File: config.mk
export PLATFORM = sky130hd
export DESIGN_NAME = issue_scheduler
export DESIGN_NICKNAME = d
export VERILOG_FILES = /design/src/rtl/sched_pkg.sv /design/src/rtl/instr_decode.sv /design/src/rtl/issue_scheduler.sv
export SDC_FILE = /design/constraint.sdc
export NUM_CORES = 1
export LEC_CHECK = 0
export BUFFER_PORTS_ARGS = -buffer_cell sky130_fd_sc_hd__buf_4
export CAP_MARGIN = 25
export CORE_AREA = 4 4 133 161
export CTS_CLUSTER_DIAMETER = 60
export DETAILED_ROUTE_END_ITERATION = 10
export DIE_AREA = 0 0 137 165
export MAX_ROUTING_LAYER = met4
export PLACE_DENSITY = 0.65
export SLEW_MARGIN = 20
export SYNTH_ARGS = -nofsm -noshare
export SYNTH_HDL_FRONTEND = slang
export SYNTH_HIERARCHICAL = 1
export SYNTH_SLANG_ARGS = --single-unit
export TNS_END_PERCENT = 5
File: constraint.sdc
create_clock -name clk -period 2.5 [get_ports clk]
set_clock_uncertainty 0.1 [all_clocks]
set_input_delay 0 -clock clk [delete_from_list [all_inputs] [get_ports clk]]
set_output_delay 0 -clock clk [all_outputs]
set_load 0.1 [all_outputs]
File: src/rtl/sched_pkg.sv
// sched_pkg: shared decode types and constants for the dual-issue scheduler.
//   OP_R / OP_IMM / OP_LUI : supported RV32 major opcodes
//   WB_MAX                 : deepest supported issue-to-writeback latency
//   dec_t                  : per-slot decode result (register use, write, illegal)
//   wb_t                   : one write-back pipeline stage {write, rd}
package sched_pkg;

   localparam logic [6:0] OP_R   = 7'b0110011;
   localparam logic [6:0] OP_IMM = 7'b0010011;
   localparam logic [6:0] OP_LUI = 7'b0110111;

   localparam int WB_MAX = 4;

   typedef struct packed {
      logic       use_rs1;
      logic       use_rs2;
      logic       writes;   // already excludes rd == x0
      logic       illegal;
      logic [4:0] rs1;
      logic [4:0] rs2;
      logic [4:0] rd;
   } dec_t;

   typedef struct packed {
      logic       write;
      logic [4:0] rd;
   } wb_t;

endpackage

File: src/rtl/instr_decode.sv
// instr_decode: combinational decode of one RV32 word into register usage.
//   instr : 32-bit instruction word
//   dec   : decoded register usage, write flag and illegal flag
// The all-zero word is a plain NOP; any other unsupported opcode is a NOP that
// is flagged illegal.
module instr_decode
   import sched_pkg::*;
(
   input  logic [31:0] instr,
   output dec_t        dec
);

   always_comb begin
      dec         = '0;
      dec.rs1     = instr[19:15];
      dec.rs2     = instr[24:20];
      dec.rd      = instr[11:7];
      if (instr != 32'h0) begin
         case (instr[6:0])
            OP_R: begin
               dec.use_rs1 = 1'b1;
               dec.use_rs2 = 1'b1;
               dec.writes  = (instr[11:7] != 5'd0);
            end
            OP_IMM: begin
               dec.use_rs1 = 1'b1;
               dec.writes  = (instr[11:7] != 5'd0);
            end
            OP_LUI: begin
               dec.writes  = (instr[11:7] != 5'd0);
            end
            default: begin
               dec.illegal = 1'b1;
            end
         endcase
      end
   end

endmodule

File: src/rtl/issue_scheduler.sv
// issue_scheduler: in-order dual-issue scheduler with a register scoreboard
// and delayed register-file write strobes.
//   clk, rst               : clock, synchronous active-high reset
//   ins0_valid/instr0      : oldest queued instruction
//   ins1_valid/instr1      : next instruction (ignored unless ins0_valid)
//   freeze                 : external hold, nothing issues
//   pop                    : instructions consumed this cycle (combinational)
//   dp1_*/dp2_*            : registered issue strobes and words per datapath
//   wb1_*/wb2_*            : register-file write enables and addresses
//   illegal                : pulse aligned with dp*_valid for unsupported opcodes
//   dual_cnt/stall_cnt     : saturating performance counters
//   busy                   : scoreboard state, exposed for observation
//
// Handshake: the queue presents words with insX_valid; the scheduler answers
// in the same cycle with pop, and the queue drops exactly pop entries at the
// clock edge. There is no backpressure on the datapath side.
module issue_scheduler
   import sched_pkg::*;
#(
   parameter int WB_LATENCY = 2,
   parameter int CNT_W      = 16
)(
   input  logic             clk,
   input  logic             rst,
   input  logic             ins0_valid,
   input  logic             ins1_valid,
   input  logic [31:0]      instr0,
   input  logic [31:0]      instr1,
   input  logic             freeze,
   output logic [1:0]       pop,
   output logic             dp1_valid,
   output logic             dp2_valid,
   output logic [31:0]      dp1_instr,
   output logic [31:0]      dp2_instr,
   output logic             wb1_en,
   output logic             wb2_en,
   output logic [4:0]       wb1_rd,
   output logic [4:0]       wb2_rd,
   output logic             illegal,
   output logic [CNT_W-1:0] dual_cnt,
   output logic [CNT_W-1:0] stall_cnt,
   output logic [31:0]      busy
);

   // Legal latency is 1..WB_MAX; clamp so an out-of-range value cannot
   // produce a zero-size or oversized pipeline.
   localparam int DEPTH = (WB_LATENCY > WB_MAX) ? WB_MAX :
                          ((WB_LATENCY < 1) ? 1 : WB_LATENCY);

   dec_t        dec0;
   dec_t        dec1;
   logic        haz0;
   logic        haz1;
   logic        intra;
   logic        issue0;
   logic        issue1;
   logic [31:0] busy_next;

   wb_t wb1_pipe [DEPTH];
   wb_t wb2_pipe [DEPTH];

   instr_decode u_dec0 (.instr(instr0), .dec(dec0));
   instr_decode u_dec1 (.instr(instr1), .dec(dec1));

   // x0 is never marked busy, so x0 sources drop out of the hazard check.
   always_comb begin
      haz0 = (dec0.use_rs1 && busy[dec0.rs1]) || (dec0.use_rs2 && busy[dec0.rs2]);
      haz1 = (dec1.use_rs1 && busy[dec1.rs1]) || (dec1.use_rs2 && busy[dec1.rs2]);
      // dec0.writes implies a nonzero rd, covering both RAW and WAW in the pair.
      intra = dec0.writes &&
              ((dec1.use_rs1 && (dec1.rs1 == dec0.rd)) ||
               (dec1.use_rs2 && (dec1.rs2 == dec0.rd)) ||
               (dec1.writes  && (dec1.rd  == dec0.rd)));
      issue0 = ins0_valid && !freeze && !rst && !haz0;
      issue1 = issue0 && ins1_valid && !haz1 && !intra;
      pop    = issue1 ? 2'd2 : (issue0 ? 2'd1 : 2'd0);
   end

   // Busy is rebuilt each cycle from new issues plus every write still short
   // of its strobe stage. A register written twice in flight therefore stays
   // busy until the last of its writes has strobed.
   always_comb begin
      busy_next = '0;
      if (issue0 && dec0.writes) busy_next[dec0.rd] = 1'b1;
      if (issue1 && dec1.writes) busy_next[dec1.rd] = 1'b1;
      for (int i = 0; i < DEPTH - 1; i++) begin
         if (wb1_pipe[i].write) busy_next[wb1_pipe[i].rd] = 1'b1;
         if (wb2_pipe[i].write) busy_next[wb2_pipe[i].rd] = 1'b1;
      end
   end

   always_comb begin
      wb1_en = wb1_pipe[DEPTH-1].write;
      wb1_rd = wb1_pipe[DEPTH-1].rd;
      wb2_en = wb2_pipe[DEPTH-1].write;
      wb2_rd = wb2_pipe[DEPTH-1].rd;
   end

   always_ff @(posedge clk) begin
      if (rst) begin
         dp1_valid <= 1'b0;
         dp2_valid <= 1'b0;
         dp1_instr <= '0;
         dp2_instr <= '0;
         illegal   <= 1'b0;
         dual_cnt  <= '0;
         stall_cnt <= '0;
         busy      <= '0;
         for (int i = 0; i < DEPTH; i++) begin
            wb1_pipe[i] <= '0;
            wb2_pipe[i] <= '0;
         end
      end else begin
         dp1_valid <= issue0;
         dp2_valid <= issue1;
         dp1_instr <= issue0 ? instr0 : '0;
         dp2_instr <= issue1 ? instr1 : '0;
         illegal   <= (issue0 && dec0.illegal) || (issue1 && dec1.illegal);
         busy      <= busy_next;

         // Pipelines shift every cycle, freeze or not.
         wb1_pipe[0] <= '{write: issue0 && dec0.writes, rd: dec0.rd};
         wb2_pipe[0] <= '{write: issue1 && dec1.writes, rd: dec1.rd};
         for (int i = 1; i < DEPTH; i++) begin
            wb1_pipe[i] <= wb1_pipe[i-1];
            wb2_pipe[i] <= wb2_pipe[i-1];
         end

         if ((pop == 2'd2) && (dual_cnt != {CNT_W{1'b1}}))
            dual_cnt <= dual_cnt + 1'b1;
         if (ins0_valid && (pop == 2'd0) && (stall_cnt != {CNT_W{1'b1}}))
            stall_cnt <= stall_cnt + 1'b1;
      end
   end

endmodule

==> summary.md <==
| Metric | Value |
|---|---|
| Nets | around 1200 |
| Clock Sink Count | ~160 |
| Worst path max stage delay | ~0.46 ns |
| Synth Net Count | 895 |
| All-Layer GR Usage | 22.46% |
| Via/cell ratio | between 5 and 6 |
| CP Data Arrival Time | slightly below 3 ns |
| Initial Utilization | roughly two fifths |
| Initial antenna violation count | 0 |
| Layout cells sized above 1 | roughly two fifths |
| Area share of the largest cell type after synthesis | about two fifths |
| WHS | roughly 0.074 ns |
| Ys async rst share | 0% |
| Final Instance Area | 11400 sq um |
| Synth area leader | dfxtp_1 |
| Worst hold path type | in -> reg |
| Final Hold Fails | 0 |
| Slew Limit Headroom | between 40% and 50% |
| Synth cell types | 65 |
| Cell Chain, Critical Path | mux4_2 > mux2_4 > o31a_1 > o311ai_4 > nand4_4 > buf_6 > nor3_4 > buf_12 > nand4_1 > mux2_2 |
| Clk Latency, worst-skew pair | 0.43 ns |
| Fin crit period | 2.708 ns |
| Final WS setup | -0.2079 ns |
| CTS Buf Count | 17 |
| Crit path max-delay cell type | mux4_2 |
| Vias in the first global route | approximately 7200 |
| Syn Area/Cell | 9.471 sq um |
| Fin crit share | 108.3% |
| CTS Buffer Depth | 2 |
| CP Class | reg -> reg |
| Outcome | finished with violations |
| Power Dens Cells | approximately 570 nW/um^2 |
| Place WS | -0.1074 ns |
| Fmax | about 0.37 GHz |
| Max Slew Vio Count | 0 |
| Routed wire per std cell | approximately 18 um |
| Worst hold path depth | 5 |
| Routed WL | about 25000 um |
| Vias | ~7300 |
| Quantity of I/O buffers inserted on ports | 213 |
| Setup Viol. Count Final | a little under 60 |
| CP Capture Type | flop |
| GRT overflow | 0 |
| Pre-antenna DRT Iters | 5 |
| Register area share after synthesis | 39.76% |
| Antenna viol nets, final | 0 |
| Mapped Cells | between 800 and 900 |
| DP Wirelength | roughly 18000 um |
| I/O Pins | roughly 210 |
| CP startpoint kind | flop |
| Leak pwr | ~4.8 nW |
| Placed instance area | roughly 9900 sq um |
| Ys Warns | 6 |
| Crit-path max FO | 7 |
| CTS tree | yes |
| Post-synth EDFFs | 0 |
| Max Cap Viol | 0 |
| Die area | approximately 23000 sq um |
| CP Data Required Time | between 2 and 3 ns |
| Remaining DRCs | 0 |
| Setup TNS | -4.948 ns |
| Die H | 165 um |
| Row count | 57 |
| Area growth syn-to-layout | 46.13% |
| Largest net degree at the start of global routing | 96 |
| Register clock-pin slew on the reported worst setup and hold paths | 0.07 ns |
| Worst slew pin tran | around 0.87 ns |
| #FFs+latches synth | around 160 |
| Top_reg_cell synth | dfxtp_1 |
| Worst r2r path cells | 10 |
| Initial DRC count | around 560 |
| Top cells by area, synth | dfxtp_1, mux4_2, and2_1 |
| N_diodes | 0 |
| Mapped Area | a little under 8000 sq um |
| Failing checks | setup timing |
| RSZ-0062 raised after global routing | true |
| Clk root buf | clkbuf_16 |
| Htree depth | 4 |
| VDD IR max | between 400 and 500 uV |
| Chip Width | around 140 um |
| Final RePlAce weighted congestion | roughly 0.93 |
| First-pass GRT wire length | around 38000 um |
| Floorplan core area | around 20000 sq um |
==> report_power, final <==
group / internal, mW / switching [mW]
clock: 1.57 / 1.16
sequential: 2.51 / 0.0360
combinational: 0.401 / 0.770
==> what timing repair did <==
action,CTS,global route
pin swaps,11,10
gates cloned,1,0
hold buffers,65,0
setup endpoints to repair,73,79
buffers inserted,6,0
resized for setup,43,13
hold endpoints to repair,113,0
==> routing by layer <==
metal / track usage, % / vias up / share of wire [%]
met4: 10.89 / 0 / 3.8
met2: 38.15 / 321 / 51
met1: 25.89 / 3398 / 39
met3: 3.321 / 63 / 6.4
met5: - / - / 0
li1: - / 3499 / -
==> cells in the mapped netlist (3+ instances only) <==
library cell  number
clkbuf_1          35
nand2b_1           9
nor4b_1            3
a21oi_1           14
clkbuf_2           3
xnor2_1           13
or3b_2             6
nand2_1           29
mux2i_1           14
o21bai_1          30
mux2_2            11
nor2b_1           30
nor3b_1            9
or3_1              7
inv_1              7
mux4_2            23
nor3_1            31
nor2_1            56
o22ai_1           37
o21ai_0           35
and3_1             9
buf_4             43
mux4_1             5
a31o_2             3
dfxtp_1          155
nand3b_1          20
o31a_1             3
nand4b_1           4
xor2_1            14
nand4_1           13
buf_2              4
nor4_1            15
nand3_1           25
and2_1            69
==> cells in the final DEF (no fill, tap or decap), types with 16 or more instances in the layout <==
cell type | netlist | final
nand2_1 | 29 | 28
o21ai_0 | 35 | 16
o21bai_1 | 30 | 29
clkbuf_16 | 0 | 18
dlygate4sd3_1 | 0 | 65
dfxtp_4 | 0 | 24
nor3_1 | 31 | 30
nand3b_1 | 20 | 20
nand3_1 | 25 | 25
o21ai_1 | 0 | 17
buf_4 | 43 | 270
o22ai_1 | 37 | 36
mux4_2 | 23 | 25
dfxtp_2 | 0 | 19
nor2b_1 | 30 | 30
dfxtp_1 | 155 | 112
and2_1 | 69 | 68
nor2_1 | 56 | 55
==> sequential cells by signal, summed over array words and instances (netlist names) <==
register   count
dual_cnt      16
stall_cnt     16
wb2_pipe      12
illegal        1
wb1_pipe      12
dp2_valid      1
busy          32
dp1_instr     32
dp2_instr     32
dp1_valid      1
==> metrics by stage <==
| stage | util [%] | total power, mW | cells |
|---|---|---|---|
| finish | 57.11 | 6.451 | 1381 |
| CTS | 56.90 | 6.506 | 1381 |
| global placement | 49.45 | 3.636 | 1277 |
| floorplan | - | 3.362 | 824 |
| global route | 57.11 | 6.667 | 1381 |
| detailed placement | 49.45 | 3.644 | 1277 |
==> worst max-delay path, delay by kind of cell (launching register included) <==
family                 cells  cell delay, ns
AND/OR/NAND/NOR            3            0.43
AO/OA/AOI/OAI              2            0.37
flip-flops                 1            0.36
buffers and inverters      2            0.32
multiplexers               3            1.01
==> cell type report <==
class / instances / area (sq um)
fill: 1766 / 8566
timing repair buffer: 349 / 2922
multi-input combinational: 572 / 4279
inverter: 8 / 32.53
tap: 265 / 331.6
clock inverter: 14 / 171.4
clock buffer: 18 / 450.4
sequential: 155 / 3217
==> worst paths after layout <==
path                         endpoint  slack [ns]                      from
max reg2reg  dual_cnt[5]$_SDFFE_PP0P_       -0.21        busy[7]$_SDFF_PP0_
min                illegal$_SDFF_PP0_        0.07                instr0[20]
min reg2reg  dual_cnt[8]$_SDFFE_PP0P_        0.38  dual_cnt[8]$_SDFFE_PP0P_
max          dual_cnt[5]$_SDFFE_PP0P_       -0.21        busy[7]$_SDFF_PP0_
==> cells by family (layout without fill, tap and decap cells) <==
logic type / Yosys count / after routing / share of synthesized area, %
adder cells (fa/ha/maj): 2 / 2 / 0.3206
AO/OA/AOI/OAI: 139 / 139 / 11.77
buffers and inverters: 97 / 389 / 7.071
flip-flops: 155 / 155 / 39.76
AND/OR/NAND/NOR: 350 / 350 / 26.15
XOR/XNOR: 27 / 27 / 3.030
multiplexers: 54 / 54 / 11.90
(Power assumes the default switching activity.)
